--- config.mk ---
export PLATFORM = sky130hd
export DESIGN_NAME = hmac_sha256_digest_tx
export DESIGN_NICKNAME = d
export VERILOG_FILES = /design/src/rtl/hmac_sha256_digest_tx.sv
export SDC_FILE = /design/constraint.sdc
export NUM_CORES = 1
export LEC_CHECK = 0
export CORE_MARGIN = 5
export CORE_UTILIZATION = 52
export CTS_BUF_LIST = sky130_fd_sc_hd__clkbuf_8
export CTS_CLUSTER_SIZE = 28
export DETAILED_ROUTE_END_ITERATION = 12
export HOLD_SLACK_MARGIN = 0.15
export PLACE_DENSITY = 0.86
export SYNTH_ARGS = -nofsm -noshare
export SYNTH_HDL_FRONTEND = slang
export SYNTH_SLANG_ARGS = --single-unit
--- constraint.sdc ---
create_clock -name clk_i -period 11.3 [get_ports clk_i]
set_clock_uncertainty 0.2 [all_clocks]
set_input_delay 1.13 -clock clk_i [delete_from_list [all_inputs] [get_ports clk_i]]
set_output_delay 1.13 -clock clk_i [all_outputs]
set_load 0.01 [all_outputs]
--- src/rtl/hmac_sha256_digest_tx.sv ---
// Captures a finished HMAC-SHA256 digest and serialises it MSB-byte-first into ring packets.
// Optional trailing XOR checksum packet: define HMAC_TX_CHECKSUM_EN.
module hmac_sha256_digest_tx #(
   parameter int digest_width_p = 256,
   parameter int ring_width_p   = 10
) (
   input  logic                      clk_i,
   input  logic                      reset_i,
   input  logic                      v_i,
   input  logic [digest_width_p-1:0] digest_i,
   output logic                      ready_o,
   output logic                      v_o,
   output logic [ring_width_p-1:0]   data_o,
   input  logic                      yumi_i,
   output logic                      busy_o
);

   localparam int nb_lp    = digest_width_p / 8;
   localparam int cnt_w_lp = $clog2(nb_lp + 1);

   localparam logic [1:0] idle_s = 2'd0;
   localparam logic [1:0] send_s = 2'd1;
`ifdef HMAC_TX_CHECKSUM_EN
   localparam logic [1:0] csum_s = 2'd2;
`endif

   logic [1:0]                state_r;
   logic [cnt_w_lp-1:0]       cnt_r;
   logic [digest_width_p-1:0] shift_r;
   logic [7:0]                top_byte;
`ifdef HMAC_TX_CHECKSUM_EN
   logic [7:0]                csum_r;
`endif

   assign top_byte = shift_r[digest_width_p-1 -: 8];

   // Handshake outputs come straight off the state register, so reset clears them at once.
   assign ready_o = (state_r == idle_s);
   assign v_o     = (state_r != idle_s);
   assign busy_o  = (state_r != idle_s);

   always_comb begin
      data_o = '0;
      if (state_r == send_s) begin
         data_o[9]   = 1'b1;
         data_o[7:0] = top_byte;
`ifndef HMAC_TX_CHECKSUM_EN
         data_o[8]   = (cnt_r == cnt_w_lp'(1));
`endif
      end
`ifdef HMAC_TX_CHECKSUM_EN
      else if (state_r == csum_s) begin
         data_o[8]   = 1'b1;
         data_o[7:0] = csum_r;
      end
`endif
   end

   always_ff @(posedge clk_i or posedge reset_i) begin
      if (reset_i) begin
         state_r <= idle_s;
         cnt_r   <= '0;
         shift_r <= '0;
`ifdef HMAC_TX_CHECKSUM_EN
         csum_r  <= '0;
`endif
      end else begin
         case (state_r)
            idle_s: begin
               if (v_i) begin
                  shift_r <= digest_i;
                  cnt_r   <= cnt_w_lp'(nb_lp);
                  state_r <= send_s;
`ifdef HMAC_TX_CHECKSUM_EN
                  csum_r  <= '0;
`endif
               end
            end
            send_s: begin
               if (yumi_i) begin
                  shift_r <= shift_r << 8;
                  cnt_r   <= cnt_r - cnt_w_lp'(1);
`ifdef HMAC_TX_CHECKSUM_EN
                  csum_r  <= csum_r ^ top_byte;
                  if (cnt_r == cnt_w_lp'(1)) state_r <= csum_s;
`else
                  if (cnt_r == cnt_w_lp'(1)) state_r <= idle_s;
`endif
               end
            end
`ifdef HMAC_TX_CHECKSUM_EN
            csum_s: begin
               if (yumi_i) state_r <= idle_s;
            end
`endif
            default: state_r <= idle_s;
         endcase
      end
   end

endmodule
==> flow_results.org <==
** STA
- Final worst path period need :: roughly 5.0 ns
- Pin slew with the least headroom to its limit :: approximately 1.0 ns
- Final Cycle Share :: ~44%
- Final critical-path setup slack :: between 6 and 7 ns
- The number of hold-slack violations in the final timing report came to 0.
- The number of max-slew violations in the final report is 0.
- The worst pin sits at a relative slew slack of 31.50%.
- F_max :: between 200 and 250 MHz
- RSZ-0062 raised after global routing :: no
- Aggregate negative setup slack :: 0 ns
- Across all hold checks on the routed design, the worst slack comes to 0.2747 ns.
- Setup violations remaining at the end of the flow were counted as 0.

** Worst setup path
- Worst Setup SP :: state_r[0]
- The critical path goes through buf_4, buf_4, and2_1, clkdlybuf4s50_1.
- Grouping stages by cell kind, the critical path spends the most delay in buffers and inverters.
- CP Buf/Inv Count :: 3
- The worst setup path is launched from a register.
- Critical-path top delay cell :: dfrtp_4
- STA classifies the critical path endpoint as a primary output.
- The startpoint identified for the worst register-to-register timing path is state_r[0].
- For this run, the slowest stage of the critical path takes ~0.85 ns.
- Of all nets on the critical path, the largest fanout is 50.
- Type of the setup path with the least slack :: reg -> out
- Arrival time at the worst endpoint :: about 3.7 ns
- Among the stages of the critical path, the cell type that occurs most often is buf_4.
- At the worst endpoint, the required time is between 9 and 10 ns.

** Route
- Avg WL per Cell :: 17.48 um
- Iteration count of the initial detailed-routing pass :: 5
- The detailed router placed 9,091 vias in this run.
- In the routed layout, each cell is associated on average with a via count of between 5 and 6.
- Drt total wl :: around 30 mm
- Iteration-0 DRC count of the detailed router :: approximately 580
- DRC errors left :: 0
- Residual antenna-violating net count after detailed routing :: 0

** Status
- The flow ran to the end, and the final reports show no timing, DRC or antenna violations.

** Hold path
- Class of the most critical hold timing path :: reg -> reg
- The startpoint identified for the worst hold timing path is shift_r[149].

** Die
- Initial core utilization :: between 50 and 60%
- between 200 and 300 I/O pins were placed.
- The floorplan step defined a die boundary enclosing about 26,000 um^2.
- Die extent in y :: between 150 and 200 um
- Measured along the x axis, the die boundary spans 162.7 um.
- Core Region :: about 23,000 um^2
- Number of standard-cell rows in the floorplan :: 55

** Clock network
- Number of buffers between clock root and the deepest sink :: 3
- In this run, post-CTS repair resized a total of 0 instances.
- Insertion delay of the later-clocked pin in the worst-skew pair :: 0.52 ns
- TritonCTS built the clock tree.
- After clock tree synthesis, the clock-pin slew on the worst setup and hold paths is approximately 0.06 ns.
- # hold bufs at CTS :: 0
- Number of buffers created by CTS :: between 40 and 50
- Counting every sink on the clock net gives 263.
- # H-tree levels :: 2
- CTS root buf :: clkbuf_8
- Buffers inserted by post-CTS timing repair :: 0

** Synth
- Proportion of netlist area held by the largest area contributor :: 54.28%
- Synthesized Nets :: 1,408
- Post-synthesis register bit count :: between 200 and 300
- The synthesized design contains 0 enable-type register cells.
- For this run, the leading register cell type out of synthesis is dfrtp_1.
- Post-Syn Area per Cell :: between 10 and 15 um^2
- Summing every instance area after synthesis gives ~12,000 um^2.
- Cell types with the highest counts after synthesis :: dfrtp_1 (263), nand2_1 (251), mux2i_1 (248), o21ai_0 (160), o21ai_1 (89)
- Count of distinct cell types in the synthesized netlist :: 32
- Cell types with the largest area share after synthesis :: dfrtp_1 (54%), mux2i_1 (20%), nand2_1 (7.8%), o21ai_0 (6.6%), o21ai_1 (3.7%)
- Mapped Cells :: around 1,100
- dfrtp_1 is the most common cell in the netlist.
- Most area-hungry cell type in the Yosys netlist :: dfrtp_1
- Post-synthesis async set-or-reset flop share :: 100.0%
- During synthesis, Yosys emitted a total of 0 warnings.
- Post-synthesis sequential area ratio :: between 50% and 60%

** GRT
- The first global-routing pass estimated just under 50 mm of wire.
- The via count of the first global-routing pass came to ~9,500.
- Maximum number of pins on one net before global-route repair :: about 270
- The total overflow left after global routing is 0.
- Global router's overall resource usage :: 22.48%
- Antenna violations before repair :: 3

** Finish
- In the final layout, the share of cells above drive strength 1 is just over 5%.
- The final layout contains roughly 1,600 nets.
- With fillers left out, the area of the finished cells amounts to around 16,000 um^2.
- Number of diodes :: 0
- Area used by multi-input combinational logic :: approximately 5000 um^2
- Filler Cell Count :: 1,690
- FF+latch area :: 6585 um^2
- Signed area change from the synthesized netlist to the final layout :: 29.42%
- Utilization after layout :: between 60% and 70%

** Flow run
- Number of max-cap violations :: 0

** Place
- Area of placed instances :: ~15,000 um^2
- Port Buffers :: between 200 and 300
- Worst Setup Slack post-DPL :: 6.825 ns
- HPWL reported at the end of detailed placement :: around 21 mm
- Routability cong. :: between 0.8 and 0.9

** Pwr
- Leakage dissipation :: slightly above 8 nW
- Power spread over the standard cell area amounts to between 200 and 250 nW/um^2.
- VDD sags by at most a little over 0.1 mV.
## worst paths after layout
path	endpoint	slack [ns]	depth (start not counted)
worst min register to register	shift_r[149]	0.27	2
worst min-delay path	shift_r[149]	0.27	2
max in group asynchronous	state_r[0]	8.32	3
worst max-delay path	data_o[6]	6.30	4
min in group asynchronous	shift_r[192]	1.04	2
worst max register to register	shift_r[191]	7.63	4
## logic make-up after synthesis
group                    after synthesis  synth area share [%]
XOR/XNOR                               1               0.07225
multiplexers                         250                 20.68
AO/OA/AOI/OAI                        268                 11.45
flip-flops                           263                 54.28
AND/OR/NAND/NOR                      268                 8.678
buffers and inverters                 94                 4.633
adder cells (fa/ha/maj)                2                0.2063
## placed cells by master, fill, tap and decap left out, drive strengths merged, types with 2 or more instances in the layout
| cell type | n |
|---|---|
| nand2 | 251 |
| and2 | 8 |
| o21ai | 249 |
| or3 | 2 |
| nor3 | 2 |
| dfrtp | 263 |
| a22o | 8 |
| a21oi | 4 |
| clkbuf | 60 |
| inv | 21 |
| clkdlybuf4s50 | 272 |
| ha | 2 |
| mux2i | 249 |
| a211oi | 2 |
| buf | 8 |
## registers in the layout, indices dropped and copies added (netlist names)
register / count
cnt_r: 6
state_r: 1
shift_r: 256
## per-layer routing
metal / vias up / GRT usage (%) / routed length (um)
met2: 287 / 37.53 / 14640
met1: 4300 / 28.97 / 12640
met4: 6 / 6.100 / 535
li1: 4452 / - / -
met3: 46 / 6.328 / 2331
met5: - / 0 / 34
## worst min-delay path, cell delays in order, from the launching register on
cell     delay [ns]
dfrtp_1        0.34
nand2_1        0.04
o21ai_0        0.06
## final cells by class
cell class,count,area share [%]
sequential,263,41.96
clock inverter,17,0.4146
inverter,5,0.1674
timing repair buffer,280,17.89
clock buffer,60,5.262
multi-input combinational,789,31.81
tap,313,2.496
## where the power goes
part	switching, mW	internal [mW]	total [mW]
clock network	0.361	0.469	0.830
logic	0.391	0.394	0.785
registers	0.229	1.31	1.54
## per-stage QoR
stage                     power [mW]  instances
after floorplan                2.043       1146
after global placement         2.281       1650
after detailed placement       2.345       1650
after CTS                      3.186       1727
after global routing           3.379       1727
final                          3.155       1727
Note: power is estimated with default switching activity, not from simulation.
